<file path="config.mk">
export PLATFORM = sky130hd
export DESIGN_NAME = mux_scan
export DESIGN_NICKNAME = d
export VERILOG_FILES = /design/src/rtl/mux_scan.sv
export SDC_FILE = /design/constraint.sdc
export NUM_CORES = 1
export LEC_CHECK = 0
export ABC_AREA = 1
export BUFFER_PORTS_ARGS = -buffer_cell sky130_fd_sc_hd__buf_2
export CORE_AREA = 2 2 39 41
export CTS_CLUSTER_DIAMETER = 100
export DETAILED_ROUTE_END_ITERATION = 8
export DIE_AREA = 0 0 41 43
export PLACE_DENSITY_LB_ADDON = 0.1
export SLEW_MARGIN = 25
export SYNTH_ARGS = -nofsm -noshare
export SYNTH_HDL_FRONTEND = slang
export SYNTH_SLANG_ARGS = --single-unit
</file>
<file path="constraint.sdc">
create_clock -name clk -period 1.75 [get_ports clk]
set_clock_uncertainty 0.2 [all_clocks]
set_input_delay 0.2625 -clock clk [delete_from_list [all_inputs] [get_ports clk]]
set_output_delay 0.2625 -clock clk [all_outputs]
set_load 0.01 [all_outputs]
</file>
<file path="src/rtl/mux_scan.sv">
// mux_scan: registered N-channel, W-bit multiplexer with a built-in channel
// scanner. Manual mode follows an external select. Scan mode steps through
// the channels with a programmable dwell time. The output word is tagged
// with the index of the channel it came from.
module mux_scan #(
  parameter int WIDTH    = 1,
  parameter int CHANNELS = 8,
  parameter int SEL_W    = 3,
  parameter int DWELL    = 4,
  parameter int CNT_W    = 2
) (
  input  logic                      clk,
  input  logic                      rst_n,
  input  logic [CHANNELS*WIDTH-1:0] data_in,
  input  logic                      mode,
  input  logic [SEL_W-1:0]          sel,
  input  logic                      hold,
  output logic [WIDTH-1:0]          out,
  output logic [SEL_W-1:0]          ch,
  output logic                      valid,
  output logic                      wrap
);

  // One bit wider than sel, so that the range check against CHANNELS works
  // even when CHANNELS == 2**SEL_W.
  localparam logic [SEL_W:0]   NUM_CH   = (SEL_W+1)'(CHANNELS);
  localparam logic [SEL_W-1:0] LAST_PTR = SEL_W'(CHANNELS-1);
  localparam logic [CNT_W-1:0] LAST_CNT = CNT_W'(DWELL-1);

  logic [SEL_W-1:0] ptr_q, ptr_d;
  logic [CNT_W-1:0] cnt_q, cnt_d;
  logic [WIDTH-1:0] out_q, out_d;
  logic [SEL_W-1:0] ch_q;
  logic             valid_q;
  logic             wrap_q, wrap_d;

  // Unpack the flat input bus into one word per channel.
  logic [WIDTH-1:0] chan_w [CHANNELS];

  genvar gi;
  generate
    for (gi = 0; gi < CHANNELS; gi++) begin : g_chan
      assign chan_w[gi] = data_in[gi*WIDTH +: WIDTH];
    end
  endgenerate

  // Select the word addressed by the pointer. The pointer never leaves
  // 0..CHANNELS-1, so the zero default is never used in operation.
  always_comb begin
    out_d = '0;
    for (int k = 0; k < CHANNELS; k++) begin
      if (ptr_q == SEL_W'(k)) out_d = chan_w[k];
    end
  end

  // Pointer / dwell counter next state for manual and scan modes.
  always_comb begin
    ptr_d  = ptr_q;
    cnt_d  = cnt_q;
    wrap_d = 1'b0;
    if (!mode) begin
      // Manual: out-of-range selects leave the pointer untouched.
      cnt_d = '0;
      if ({1'b0, sel} < NUM_CH) ptr_d = sel;
    end else if (!hold) begin
      if (cnt_q == LAST_CNT) begin
        cnt_d = '0;
        // Wrap at CHANNELS-1, never at 2**SEL_W-1.
        if (ptr_q == LAST_PTR) begin
          ptr_d  = '0;
          wrap_d = 1'b1;
        end else begin
          ptr_d = ptr_q + SEL_W'(1);
        end
      end else begin
        cnt_d = cnt_q + CNT_W'(1);
      end
    end
  end

  // State and output registers; reset overrides everything.
  always_ff @(posedge clk) begin
    if (!rst_n) begin
      ptr_q   <= '0;
      cnt_q   <= '0;
      out_q   <= '0;
      ch_q    <= '0;
      valid_q <= 1'b0;
      wrap_q  <= 1'b0;
    end else begin
      ptr_q   <= ptr_d;
      cnt_q   <= cnt_d;
      out_q   <= out_d;
      ch_q    <= ptr_q;
      valid_q <= 1'b1;
      wrap_q  <= wrap_d;
    end
  end

  assign out   = out_q;
  assign ch    = ch_q;
  assign valid = valid_q;
  assign wrap  = wrap_q;

endmodule

</file>
==> results.txt <==
----------------------------------------------------
[Outcome]
  Result of the run ... finished, final reports clean

[Global route]
  Largest net degree at the start of global routing ... 10
  Via count of the first global-routing pass ... 462
  GR Overflow Total ... 0
  Overall track demand over capacity in global routing ... 0.134
  Global-route wire length before repair ... 1610 um
  Antenna violations before repair ... 0

[Floorplanning]
  Starting utilization of the core area ... 0.405
  Row cnt ... 14
  Area of the placeable core ... 1380 um^2
  Number of top-level design ports ... 21
  Die area ... 1760 um^2
  Horiz. Die Dim ... 41 um
  Die outline height ... 43 um

[Place]
  Hpwl dp ... 826 um
  Post-detailed-placement cell area ... 681 um^2
  Number of buffers added on ports ... 20
  Final weighted congestion in routability-driven placement ... 0.780

[STA]
  Max-slew headroom at the worst pin ... 0.870
  Time the final worst path needs with I/O delays and setup ... 1.52 ns
  Pins Over Slew Limit ... 0
  Final TNS setup ... 0 ns
  Fin crit share ... 0.871
  Final setup violation count ... 0
  Worst slew pin tran ... 0.192 ns
  Unrepaired setup endpoints after global routing ... false
  FMAX ... 656 MHz
  Hold Fails Final Rpt ... 0

[Critical path]
  Element type at the critical path end ... flop
  Max Fanout on Critical Path ... 5
  Data arrival time at the worst-slack endpoint ... 1.52 ns
  Worst setup path class ... flop to flop
  Library cell appearing most often on the critical path ... ha_1
  Crit-path max cell delay ... 0.35 ns
  Required time of the critical path ... 1.75 ns
  Critical path startpoint category ... flop
  Cell with the biggest individual delay on the critical path ... dfxtp_1
  Cell Chain, Critical Path ... ha_1 > ha_1 > o21bai_1 > a31oi_1 > nand2_1 > a21oi_2

[Clock tree]
  Cts hold-fix bufs ... 0
  H-tree level count ... 1
  Post-CTS Resized ... 0
  Clock tree from TritonCTS ... built
  Maximum clock insertion buffer count ... 2
  Clock transition at the register clock pins on the worst setup and hold paths after CTS ... 0.07 ns
  Clock latency on the worst-skew pair ... 0.26 ns
  Setup bufs post-CTS ... 0
  Clock root buffer ... clkbuf_4
  Number of clock sinks ... 11
  Inserted Clock Buffers ... 3

[Detailed routing]
  Count of nets left with antenna violations after detail routing ... 0
  Average vias per placed instance ... 4.68
  Final wirelength ... 1000 um
  Final routed DRC violation total ... 0
  Routed length per instance ... 8.77 um
  Violation count after the first detailed-routing iteration ... 11
  Routed via count ... 533
  Detailed-router iteration count before antenna repair ... 5

[Finish]
  Post-route cell area ... about 710 um^2
  Fraction of final layout cells with drive strength greater than 1 ... 0.276
  Number of diodes ... 0
  Most common cell after layout, fill and taps aside ... nand2_1
  Most frequent cells in the layout ... nand2_1 (22), buf_2 (20), dfxtp_1 (11)
  Layout Area Growth over Synthesis ... 26.1%
  Layout Nets ... 121

[Synthesis]
  Proportion of synthesized area in mux cells ... 0
  Post-synthesis area per instance ... 7.57 um^2
  Netlist area before placement ... 561 um^2
  Flop and latch count out of synthesis ... 11
  Count of yosys warnings during synthesis ... 0
  Share of synthesized area occupied by flip-flops and latches ... 0.393
  Dominant combinational cell family by area after synthesis ... simple AND/OR/NAND/NOR gates
  Yosys cell types ... 16
  Mapped Nets ... 96
  Share of the synthesized netlist area taken by xor and xnor gates ... 0
  Fraction of the mapped netlist area in compound gates ... 0.145
  Simple-gate share of the synthesized area ... 0.225
  Post-Synth Adder-Cell Area ... 0.156
  Synthesized instance count ... 74

[Run]
  Number of max-cap violations ... 0

[Worst hold path]
  Min-delay worst type ... primary input to flop

[Power and ir drop]
  Peak ir drop on the vdd network ... 0.000499 V
  Power per unit of standard cell area ... 747 nW/um^2
  Leakage power ... 0.386 nW

----------------------------------------------------
-- through the flow --
step            util  hold slack (ns)  instances  worst slack, ns  power (mW)
6_report       0.511           0.0132        114            0.226       0.528
5_1_grt        0.511         0.000432        114            0.120       0.574
4_1_cts        0.511          0.00151        114            0.218       0.542
3_3_place_gp   0.492            0.258        110            0.276       0.370
3_5_place_dp   0.492            0.270        110            0.241       0.371
2_1_floorplan      -           0.0902         74            0.338       0.334
-- kinds of logic after synthesis --
logic type | count (synthesis)
buf+inv | 12
flops | 11
fa+ha+maj | 7
simple gates | 30
compound gates | 14
-- cells in the mapped netlist --
cell type,n,area share
a21oi_1,3,0.027
o22ai_1,1,0.011
nand2_1,22,0.15
nand3_1,1,0.0089
a21oi_2,1,0.016
inv_1,10,0.067
a31oi_1,3,0.033
nor3_1,3,0.027
nand3_2,1,0.018
inv_2,2,0.013
o21ai_0,5,0.045
nor2_1,2,0.013
ha_1,7,0.16
or2_0,1,0.011
dfxtp_1,11,0.39
o21bai_1,1,0.013
-- critical path, delay by kind of cell, from the launching register on --
kind	cells	cell delay, ns
fa+ha+maj	2	0.43
compound gates	3	0.38
flops	1	0.35
simple gates	1	0.09
-- layout make-up --
class | count | area [um^2]
repair buffers | 20 | 100
clock buffers | 4 | 26.3
multi-input cells | 51 | 295
flip-flops and latches | 11 | 220
inverters | 12 | 45.0
well taps | 16 | 20.0
fillers | 142 | 677
-- path summary, 6_finish.rpt --
kind / cells after the start / startpoint / endpoint / slack (ns)
worst max-delay path: 6 / ptr_q[0]$_SDFFE_PN0P_ / out$_SDFF_PN0_ / 0.23
worst max register to register: 6 / ptr_q[0]$_SDFFE_PN0P_ / out$_SDFF_PN0_ / 0.23
worst min register to register: 2 / ptr_q[2]$_SDFFE_PN0P_ / ch[2]$_SDFF_PN0_ / 0.27
worst min-delay path: 1 / rst_n / valid$_DFF_P_ / 0.01
-- power breakdown --
group	internal (mW)	total, mW	leakage [nW]	switching [mW]
clock	0.0880	0.165	0.0150	0.0772
combinational	0.0405	0.0899	0.280	0.0494
sequential	0.264	0.273	0.0906	0.00868
-- layer usage --
layer  wire [um]  vias up  track usage
li1            -      288            -
met1         459      225        0.156
met2         447       20        0.200
met3          93        0       0.0785
met4           0        0       0.0400
met5           0        -            0
-- registers in the layout, summed over array words and instances, names as in the netlist --
signal / flops
out: 1
cnt_q: 2
wrap: 1
ch: 3
ptr_q: 3
valid: 1
No activity file was read; power rests on OpenSTA's default activity.
